`src/rtl/fnd_scan_controller_if.sv`:
```
// Conversion request/result and 7-segment scan signals of the FND controller.
`timescale 1ns/1ps
interface fnd_scan_controller_if;
  logic        start;
  logic [11:0] bin;
  logic        busy;
  logic        done;
  logic [15:0] bcd;
  logic [3:0]  com;
  logic [7:0]  seg_7;

  modport master (output start, bin, input busy, done, bcd, com, seg_7);
  modport slave  (input start, bin, output busy, done, bcd, com, seg_7);
endinterface

```
`src/rtl/fnd_scan_controller.sv`:
```
// 12-bit binary to 4-digit BCD converter (shift-add-3) driving a multiplexed
// 4-digit common-anode 7-segment display with optional leading-zero blanking.
`timescale 1ns/1ps
module fnd_scan_controller #(
  parameter int SCAN_DIV = 100000,
  parameter bit BLANK_LZ = 1'b1
) (
  input logic                   clk,
  input logic                   reset_p,
  fnd_scan_controller_if.slave  bus
);

  typedef enum logic [1:0] {IDLE, CONV, FINISH} state_t;

  localparam int CW = (SCAN_DIV > 2) ? $clog2(SCAN_DIV) : 1;
  localparam logic [CW-1:0] REFRESH_LAST = CW'(SCAN_DIV - 1);

  state_t      state_reg, state_next;
  logic [11:0] shift_reg, shift_next;
  logic [15:0] work_reg, work_next;
  logic [3:0]  cnt_reg, cnt_next;
  logic [15:0] bcd_reg, bcd_next;
  logic        done_reg, done_next;
  logic [15:0] work_adj;

  logic [CW-1:0] refresh_reg;
  logic [1:0]    idx_reg;
  logic [3:0]    digit_zero;
  logic [3:0]    blank_mask;
  logic [3:0]    sel_nibble;
  logic [7:0]    seg_code;

  // Nibbles of 5 or more get +3 so the following shift carries into the next decade.
  genvar gi;
  generate
    for (gi = 0; gi < 4; gi++) begin : g_adj
      assign work_adj[gi*4 +: 4] = (work_reg[gi*4 +: 4] > 4'd4) ?
                                   work_reg[gi*4 +: 4] + 4'd3 :
                                   work_reg[gi*4 +: 4];
    end
  endgenerate

  always_ff @(posedge clk or posedge reset_p) begin
    if (reset_p) begin
      state_reg <= IDLE;
      shift_reg <= '0;
      work_reg  <= '0;
      cnt_reg   <= '0;
      bcd_reg   <= '0;
      done_reg  <= 1'b0;
    end else begin
      state_reg <= state_next;
      shift_reg <= shift_next;
      work_reg  <= work_next;
      cnt_reg   <= cnt_next;
      bcd_reg   <= bcd_next;
      done_reg  <= done_next;
    end
  end

  always_comb begin
    state_next = state_reg;
    shift_next = shift_reg;
    work_next  = work_reg;
    cnt_next   = cnt_reg;
    bcd_next   = bcd_reg;
    done_next  = 1'b0;
    case (state_reg)
      IDLE: begin
        if (bus.start) begin
          shift_next = bus.bin;
          work_next  = '0;
          cnt_next   = '0;
          state_next = CONV;
        end
      end
      CONV: begin
        work_next  = {work_adj[14:0], shift_reg[11]};
        shift_next = {shift_reg[10:0], 1'b0};
        cnt_next   = cnt_reg + 4'd1;
        if (cnt_reg == 4'd11) state_next = FINISH;
      end
      FINISH: begin
        bcd_next   = work_reg;
        done_next  = 1'b1;
        state_next = IDLE;
      end
      default: state_next = IDLE;
    endcase
  end

  assign bus.busy = (state_reg != IDLE);
  assign bus.done = done_reg;
  assign bus.bcd  = bcd_reg;

  // Digit scan runs freely, unaffected by conversions in flight.
  always_ff @(posedge clk or posedge reset_p) begin
    if (reset_p) begin
      refresh_reg <= '0;
      idx_reg     <= '0;
    end else if (refresh_reg == REFRESH_LAST) begin
      refresh_reg <= '0;
      idx_reg     <= idx_reg + 2'd1;
    end else begin
      refresh_reg <= refresh_reg + 1'b1;
    end
  end

  // A digit is blank when it and every more significant digit are zero; digit 0 always shows.
  generate
    for (gi = 0; gi < 4; gi++) begin : g_blank
      assign digit_zero[gi] = (bcd_reg[gi*4 +: 4] == 4'd0);
      if (gi == 0) begin : g_lsd
        assign blank_mask[gi] = 1'b0;
      end else begin : g_upper
        assign blank_mask[gi] = &digit_zero[3:gi];
      end
    end
  endgenerate

  assign sel_nibble = bcd_reg[{idx_reg, 2'b00} +: 4];

  always_comb begin
    seg_code = 8'hFF;
    case (sel_nibble)
      4'd0: seg_code = 8'b0000_0011;
      4'd1: seg_code = 8'b1001_1111;
      4'd2: seg_code = 8'b0010_0101;
      4'd3: seg_code = 8'b0000_1101;
      4'd4: seg_code = 8'b1001_1001;
      4'd5: seg_code = 8'b0100_1001;
      4'd6: seg_code = 8'b0100_0001;
      4'd7: seg_code = 8'b0001_1011;
      4'd8: seg_code = 8'b0000_0001;
      4'd9: seg_code = 8'b0001_1001;
      default: seg_code = 8'hFF;
    endcase
  end

  assign bus.com   = ~(4'b0001 << idx_reg);
  assign bus.seg_7 = (BLANK_LZ && blank_mask[idx_reg]) ? 8'hFF : seg_code;

endmodule

```
`src/flat_wrapper.sv`:
```
// flat-port wrapper written by rule: the top's interface ports become plain ports
module fnd_scan_controller_flat 
#(
  parameter int SCAN_DIV = 100000,
  parameter bit BLANK_LZ = 1'b1
)
  (clk, reset_p, bus_start, bus_bin, bus_busy, bus_done, bus_bcd, bus_com, bus_seg_7);
  fnd_scan_controller_if bus_i ();
  input logic clk;
  input logic reset_p;
  input wire logic [$bits(bus_i.start)-1:0] bus_start;
  input wire logic [$bits(bus_i.bin)-1:0] bus_bin;
  output wire logic [$bits(bus_i.busy)-1:0] bus_busy;
  output wire logic [$bits(bus_i.done)-1:0] bus_done;
  output wire logic [$bits(bus_i.bcd)-1:0] bus_bcd;
  output wire logic [$bits(bus_i.com)-1:0] bus_com;
  output wire logic [$bits(bus_i.seg_7)-1:0] bus_seg_7;
  assign bus_i.start = bus_start;
  assign bus_i.bin = bus_bin;
  assign bus_busy = bus_i.busy;
  assign bus_done = bus_i.done;
  assign bus_bcd = bus_i.bcd;
  assign bus_com = bus_i.com;
  assign bus_seg_7 = bus_i.seg_7;
  fnd_scan_controller #(.SCAN_DIV(SCAN_DIV), .BLANK_LZ(BLANK_LZ)) u_core (.clk(clk), .reset_p(reset_p), .bus(bus_i));
endmodule
```
`config.mk`:
```
export PLATFORM = sky130hd
export DESIGN_NAME = fnd_scan_controller_flat
export DESIGN_NICKNAME = d
export VERILOG_FILES = /design/src/rtl/fnd_scan_controller_if.sv /design/src/rtl/fnd_scan_controller.sv /design/src/flat_wrapper.sv
export SDC_FILE = /design/constraint.sdc
export NUM_CORES = 1
export LEC_CHECK = 0
export ABC_AREA = 1
export BUFFER_PORTS_ARGS = -buffer_cell sky130_fd_sc_hd__buf_2
export CAP_MARGIN = 15
export CORE_MARGIN = 2
export CORE_UTILIZATION = 55
export CTS_CLUSTER_DIAMETER = 40
export CTS_CLUSTER_SIZE = 14
export DETAILED_ROUTE_END_ITERATION = 6
export PLACE_DENSITY_LB_ADDON = 0.12
export SLEW_MARGIN = 40
export SYNTH_ARGS = -nofsm -noshare
export SYNTH_HDL_FRONTEND = slang
export SYNTH_SLANG_ARGS = --single-unit
export TNS_END_PERCENT = 30
```
`constraint.sdc`:
```
create_clock -name clk -period 2.65 [get_ports clk]
set_input_delay 0.1325 -clock clk [delete_from_list [all_inputs] [get_ports clk]]
set_output_delay 0.1325 -clock clk [all_outputs]
set_load 0.01 [all_outputs]
```
==> qor.txt, run 1 <==
Chip height = 86.2 um
Logic pwr share = 41.0%
Post-synth EDFFs = 0
Top cell type by total area after synthesis = dfrtp_1
IO Port Bufs = 43
Yosys reg bits = 70
Clk_skew = 5.51 ps
Top FF cell, synth = dfrtp_1
Resized cells post-CTS = 0
Placed inst area = 3990 um^2
CTS tree = yes
CP Capture Type = output pin
Max Cap Viol = 0
Starting Density = 57.8%
Most common cell in the netlist = nand2_1
Worst-Margin Slew = 652 ps
Endpoints failing setup = 0
H-tree depth = 3
Share of post-route cells with drive strength above 1 = 15.7%
Crit path from = u_core.idx_reg[0]
End point of the critical path = bus_seg_7[7]
Top cells by area, synth = dfrtp_1, nand2_1, o21ai_0
Peak supply drop = 0.756 mV
Slew Limit Headroom = 56.5%
Synth top area share = 47.2%
Pin count of the biggest net entering global routing = 41
Net Switching = 1.66 mW
Startpoint types = flop
Leakage = 2.18 nW
DRC violations left = 0
FFs w/ async S/R, synth = 100%
RSZ-0062 raised after global routing = false
Final period util = 85.1%
Core area = 6420 um^2
First-pass DRT Iterations = 6
Minimum clock period = 2250 ps
Netlist cell types = 30
DIE AREA = 7430 um^2
Initial antenna violation count = 0
Root Buffer = clkbuf_8
Nets = 554
Count of final max-slew check failures = 0
Routed Antenna Nets = 0
DP HPWL = 5420 um
Met3 wire length = 207 um
Syn_nets = 502
Fill cells = 560
GRT Total Usage = 22.5%
Hold Path Class = input pin to flop
Reg clk slew, reported paths = 70 ps
Clock power share = 17.5%
Later-pin clock latency in the skew report = 330 ps
Clock Path Buffers = 2
Max reg flops = 17
First-pass GRT wire length = 13,400 um
Vias per inst = 5.17
Outcome = finished clean
WS Path Type = flop to output pin
Cts bufs inserted = 9
Routed WL = 7630 um
Post-CTS Setup Repair Bufs = 0
Total clock sinks = 70
Routed len/inst = 12.6 um
N_diodes = 0
Sw Share = 41.3%
GPL Wtd Cong = 0.827
Worst r2r dst = u_core.bus.bcd[13]
Routed met1 length = 3680 um
Part of the power in registers = 41.5%
Final hold vios = 0
Critical Path AT = 2120 ps
Worst setup margin = 395 ps
Int Pwr = 2.35 mW
Max Freq = 444 MHz
TNS Setup = 0 ps
Ys Warns = 0
Final Util = 65.5%
Crit path max fanout = 12
DRT iter0 DRCs = 250
Pre-CTS WS = 765 ps
Dpl cells = 583
Vias in the first global route = 3,025
Met2 wire length = 3630 um
Worst endpoint required time = 2520 ps
Worst r2r src = u_core.state_reg[1]
Fin cells = 605
Die width = 86.2 um
DR vias = 3,127
Seq/Total Area, Yosys = 47.2%
FP Rows = 29
Max Used Layer = met4
Area Growth Syn to Fin = 13.2%
Cell Area, Synth = 3710 um^2
Most common library cells after synthesis = nand2_1, dfrtp_1, inv_1, o21ai_0, nand3_1
Io pins = 45
Worst reg-to-reg setup slack = 850 ps
Syn avg cell area = 7.87 um^2
Syn Inst Count = 472
PwrDens = 952 nW/um^2
Worst Reg-to-Reg Cells = 5
Final instance area = 4200 um^2
GR Overflow Total = 0
[placed cells by master (no fill, tap or decap), types with 2 or more instances in the layout]
| cell type | n |
|---|---|
| a21oi_1 | 17 |
| nor3_1 | 4 |
| clkbuf_1 | 4 |
| nand3_1 | 39 |
| nor2_4 | 3 |
| nand2_1 | 123 |
| o211ai_1 | 3 |
| clkbuf_8 | 9 |
| nand2_2 | 8 |
| inv_2 | 8 |
| clkinv_2 | 2 |
| nand2_4 | 2 |
| ha_1 | 15 |
| buf_2 | 43 |
| xor2_1 | 6 |
| o21bai_1 | 2 |
| dlygate4sd3_1 | 7 |
| a22o_1 | 2 |
| o22ai_1 | 5 |
| nand3_2 | 2 |
| nor2_2 | 2 |
| dfrtp_1 | 70 |
| inv_1 | 60 |
| nor2_1 | 37 |
| o21ai_0 | 48 |
[power by group through the flow]
stage / clock (mW) / sequential (mW) / combinational (mW)
final: 0.699 / 1.66 / 1.64
after floorplan: 0 / 1.66 / 1.14
after detailed placement: 0 / 1.67 / 1.63
after global routing: 0.755 / 1.71 / 1.90
after CTS: 0.720 / 1.66 / 1.65
after global placement: 0 / 1.67 / 1.57
[cell type report]
cell class | instances | area (um^2) | share of cell area [%]
Clock buffer | 13 | 139 | 3.30
Clock inverter | 2 | 10.0 | 0.238
Inverter | 70 | 270 | 6.43
Multi-Input combinational cell | 322 | 1630 | 38.8
Sequential cell | 70 | 1750 | 41.7
Tap cell | 77 | 96.3 | 2.29
Timing Repair Buffer | 51 | 305 | 7.26
[critical path, cell delays in order, from the launching register on]
cell and delay (ps):
dfrtp_1 610, inv_4 130, nand2_1 90, nand3_1 60
nand2_1 170, inv_1 90, ha_1 190, inv_1 50
nand3_1 90, nand3_1 100, nand3_1 70, buf_2 150
[per-layer routing]
layer	GRT usage, %	vias up
met5	0	-
met4	9.52	0
met3	3.24	12
met2	36.4	56
met1	30.7	1452
li1	-	1607
[how the worst min path moves through the flow]
| stage | start | end | depth (start not counted) |
|---|---|---|---|
| 3_5_place_dp | reset_p | u_core.shift_reg[3] | 2 |
| 6_report | bus_bin[1] | u_core.shift_reg[1] | 3 |
| 2_1_floorplan | bus_bin[10] | u_core.shift_reg[10] | 2 |
| 3_3_place_gp | reset_p | u_core.shift_reg[3] | 2 |
| 4_1_cts | bus_bin[1] | u_core.shift_reg[1] | 3 |
| 5_1_grt | bus_bin[1] | u_core.shift_reg[1] | 3 |
[logic make-up (layout without fill, tap and decap cells)]
| family | after synthesis | after routing | share of synthesized area [%] |
|---|---|---|---|
| AO/OA/AOI/OAI | 78 | 78 | 11.3 |
| XOR/XNOR | 6 | 6 | 1.42 |
| adder cells (fa/ha/maj) | 15 | 15 | 5.05 |
| buffers and inverters | 80 | 136 | 8.89 |
| flip-flops | 70 | 70 | 47.2 |
| other | 1 | 1 | 0.101 |
| AND/OR/NAND/NOR | 222 | 222 | 26.0 |
[through the flow]
| step | power [mW] | hold slack, ps |
|---|---|---|
| global route | 4.36 | 10.3 |
| finish | 4.00 | 15.6 |
| CTS | 4.02 | 1.25 |
| floorplan | 2.79 | 252 |
| detailed placement | 3.30 | 260 |
| global placement | 3.24 | 265 |
[timing repair]
| item | 4_1_cts | 5_1_grt |
|---|---|---|
| hold buffers | 7 | 0 |
| endpoints found under the hold margin | 36 | 0 |
| setup endpoints to repair | 0 | 0 |
No activity file was read; power rests on OpenSTA's default activity.
==> inputs of run 2 (changes only) <==
--- a/config.mk
+++ b/config.mk
@@ -5,7 +5,6 @@
 export SDC_FILE = /design/constraint.sdc
 export NUM_CORES = 1
 export LEC_CHECK = 0
-export ABC_AREA = 1
 export BUFFER_PORTS_ARGS = -buffer_cell sky130_fd_sc_hd__buf_2
 export CAP_MARGIN = 15
 export CORE_MARGIN = 2
==> run 2 against run 1 <==
  * The run now ends with DRC left
  * Clock power up 18%
  * Via count down 12%
  * Global-route usage down 1.9 points
  * Die area down 0.94%
  * Worst setup slack worse by 130 ps
  * Combinational power down 16%
  * Routed wire length down 7.7%
  * Clock-buffer cell count down 3
  * Worst hold slack better by 62 ps
  * Register-to-register slack about the same
  * Non-clock buffer count up 1
  * Clock skew up 6.4 ps
  * Critical path type unchanged
  * Largest power group unchanged
==> qor.txt, run 2 <==
Share of post-route cells with drive strength above 1 = 21.6% (was 15.7%)
DIE AREA = 7360 um^2 (was 7430 um^2)
Reg clk slew, reported paths = 80 ps (was 70 ps)
Peak supply drop = 0.603 mV (was 0.756 mV)
First-pass GRT wire length = 12,100 um (was 13,400 um)
Fill cells = 527 (was 560)
First-pass DRT Iterations = 6 (unchanged)
Final period util = 90.0% (was 85.1%)
WS Path Type = flop to output pin (unchanged)
Cts bufs inserted = 9 (unchanged)
Beginning of the worst hold path = bus_bin[7] (was bus_bin[1])
Total clock sinks = 70 (unchanged)
Slew Limit Headroom = 47.2% (was 56.5%)
Syn Inst Count = 368 (was 472)
Routed Antenna Nets = 0 (unchanged)
Initial antenna violation count = 0 (unchanged)
Max Freq = 419 MHz (was 444 MHz)
Chip height = 85.8 um (was 86.2 um)
Worst r2r src = u_core.refresh_reg[12] (was u_core.state_reg[1])
IO Port Bufs = 43 (unchanged)
Area of the multi-input gates = 1740 um^2 (was 1630 um^2)
DRT iter0 DRCs = 139 (was 250)
Endpoints failing setup = 0 (unchanged)
GRT Total Usage = 20.6% (was 22.5%)
Area Growth Syn to Fin = 13.0% (was 13.2%)
Worst r2r dst = u_core.idx_reg[1] (was u_core.bus.bcd[13])
Top cell type by total area after synthesis = dfrtp_1 (unchanged)
TNS Setup = 0 ps (unchanged)
Max reg flops = 17 (unchanged)
CTS tree = yes (unchanged)
Vias in the first global route = 2,602 (was 3,025)
DR vias = 2,763 (was 3,127)
Hold-critical path depth = 3 (unchanged)
Io pins = 45 (unchanged)
Post-synth EDFFs = 0 (unchanged)
Outcome = finished with violations (was finished clean)
N_diodes = 0 (unchanged)
Sequential Area = 1750 um^2 (about the same)
Design Power = 3.81 mW (was 4.00 mW)
Count of final max-slew check failures = 0 (unchanged)
Top cells by area, synth = dfrtp_1, o21ai_0, ha_1 (was dfrtp_1, nand2_1, o21ai_0)
Die width = 85.8 um (was 86.2 um)
Worst setup margin = 266 ps (was 395 ps)
Syn avg cell area = 9.99 um^2 (was 7.87 um^2)
Seq/Total Area, Yosys = 47.6% (was 47.2%)
Core area = 6420 um^2 (unchanged)
Pin count of the biggest net entering global routing = 32 (was 41)
Most common cell after layout, fill and taps aside = dfrtp_1 (was nand2_1)
Routed len/inst = 14.3 um (was 12.6 um)
Dpl cells = 477 (was 583)
Worst endpoint required time = 2520 ps (about the same)
FP Rows = 29 (unchanged)
PwrDens = 917 nW/um^2 (was 952 nW/um^2)
GR Overflow Total = 0 (unchanged)
Synth top area share = 47.6% (was 47.2%)
Leakage = 1.98 nW (was 2.18 nW)
Top FF cell, synth = dfrtp_1 (unchanged)
DP HPWL = 4990 um (was 5420 um)
Netlist cell types = 46 (was 30)
Worst reg-to-reg setup slack = 860 ps (was 850 ps)
Nets = 442 (was 554)
Minimum clock period = 2380 ps (was 2250 ps)
Routed WL = 7040 um (was 7630 um)
Fin cells = 494 (was 605)
Max Cap Viol = 0 (unchanged)
Crit path max fanout = 10 (was 12)
Vias per inst = 5.59 (was 5.17)
Hold EP = u_core.shift_reg[7] (was u_core.shift_reg[1])
Hold Path Class = input pin to flop (unchanged)
H-tree depth = 3 (unchanged)
Most frequent cells in the layout = dfrtp_1, buf_2, o21ai_0 (was nand2_1, dfrtp_1, inv_1)
Yosys reg bits = 70 (unchanged)
DRC violations left = 5 (was 0)
Post-CTS Setup Repair Bufs = 0 (unchanged)
Most common library cells after synthesis = dfrtp_1, o21ai_0, nand2_1, a21oi_1, inv_1 (was nand2_1, dfrtp_1, inv_1, o21ai_0, nand3_1)
Critical Path AT = 2250 ps (was 2120 ps)
Final hold vios = 0 (unchanged)
Worst Reg-to-Reg Cells = 3 (was 5)
Most common cell in the netlist = dfrtp_1 (was nand2_1)
Later-pin clock latency in the skew report = 330 ps (about the same)
Failing checks = DRC
FFs w/ async S/R, synth = 100% (unchanged)
Ys Warns = 0 (unchanged)
Startpoint types = flop (unchanged)
Root Buffer = clkbuf_8 (unchanged)
Clock Path Buffers = 2 (unchanged)
Pre-CTS WS = 486 ps (was 765 ps)
CP Capture Type = output pin (unchanged)
Syn_nets = 398 (was 502)
RSZ-0062 raised after global routing = false (unchanged)
Cell Area, Synth = 3680 um^2 (was 3710 um^2)
Starting Density = 57.3% (was 57.8%)
Clk_skew = 11.9 ps (was 5.51 ps)
Worst-Margin Slew = 792 ps (was 652 ps)
GPL Wtd Cong = 0.840 (was 0.827)
==> run 2: cell types whose count changed after synthesis, moves of 9 or more <==
cell,delta
nor2_1,-25
a22oi_1,+10
clkbuf_1,+11
nor3_1,+9
mux2_2,+11
inv_1,-37
nand3_1,-27
nand2_1,-90
xnor2_1,+13
nor2b_1,+18
==> run 2: what timing repair did <==
item                                   4_1_cts  5_1_grt
endpoints found under the hold margin       19        0
setup endpoints to repair                    0        1
hold buffers                                 1        0
resized for setup                            0        1
==> run 2: worst max-delay path by stage <==
| stage | slack, ps | startpoint | endpoint | cells past startpoint |
|---|---|---|---|---|
| 6_report | 270 | u_core.idx_reg[1] | bus_seg_7[3] | 6 |
| 5_1_grt | 130 | u_core.idx_reg[1] | bus_seg_7[3] | 6 |
| 4_1_cts | 120 | u_core.idx_reg[1] | bus_seg_7[3] | 6 |
| 3_5_place_dp | 490 | u_core.idx_reg[1] | bus_seg_7[3] | 6 |
| 3_3_place_gp | 560 | u_core.idx_reg[1] | bus_seg_7[3] | 6 |
| 2_1_floorplan | 750 | reset_p | u_core.bus.bcd[0] | 1 |
==> run 2: logic make-up (layout without fill, tap and decap cells) <==
kind of cell,count (synthesis),count (layout),synth area share (%)
adder cells (fa/ha/maj),15,15,5.10
flip-flops,70,70,47.6
multiplexers,20,20,7.21
AO/OA/AOI/OAI,90,90,14.6
buffers and inverters,43,92,5.07
XOR/XNOR,18,18,4.29
other,1,1,0.102
AND/OR/NAND/NOR,111,111,16.0
==> run 2: metal layers <==
layer / vias to the layer above / GRT usage, % / routed length (um)
met5: - / 0 / 0
met4: 0 / 6.64 / 50
met3: 6 / 4.91 / 216
met2: 46 / 32.1 / 3370
met1: 1337 / 28.7 / 3400
li1: 1374 / - / -
==> run 2: layout make-up <==
class                   instances  area share, %
inverters                      24           2.17
repair buffers                 52           6.86
well taps                      77           2.32
clock inverters                 6           1.51
clock buffers                  10           3.07
flip-flops and latches         70           42.2
multi-input cells             255           41.9
==> run 2: worst max-delay path: stages, from the launching register on <==
cell and delay (ps):
dfrtp_2 490, mux4_2 610, inv_1 130, ha_1 210, mux2i_1 100, o31a_1 240, buf_2 140
==> run 2: through the flow <==
stage | instance area, um^2 | utilization, % | hold slack [ps]
global route | 4160 | 64.7 | 68.9
global placement | 3950 | 61.5 | 156
finish | 4160 | 64.7 | 77.9
floorplan | 3680 | - | 325
CTS | 4150 | 64.7 | 66.9
detailed placement | 3950 | 61.5 | 159
==> run 2: report_power, final <==
group / switching, mW / internal (mW)
Clock: 0.391 / 0.433
Sequential: 0.260 / 1.35
Combinational: 0.742 / 0.635
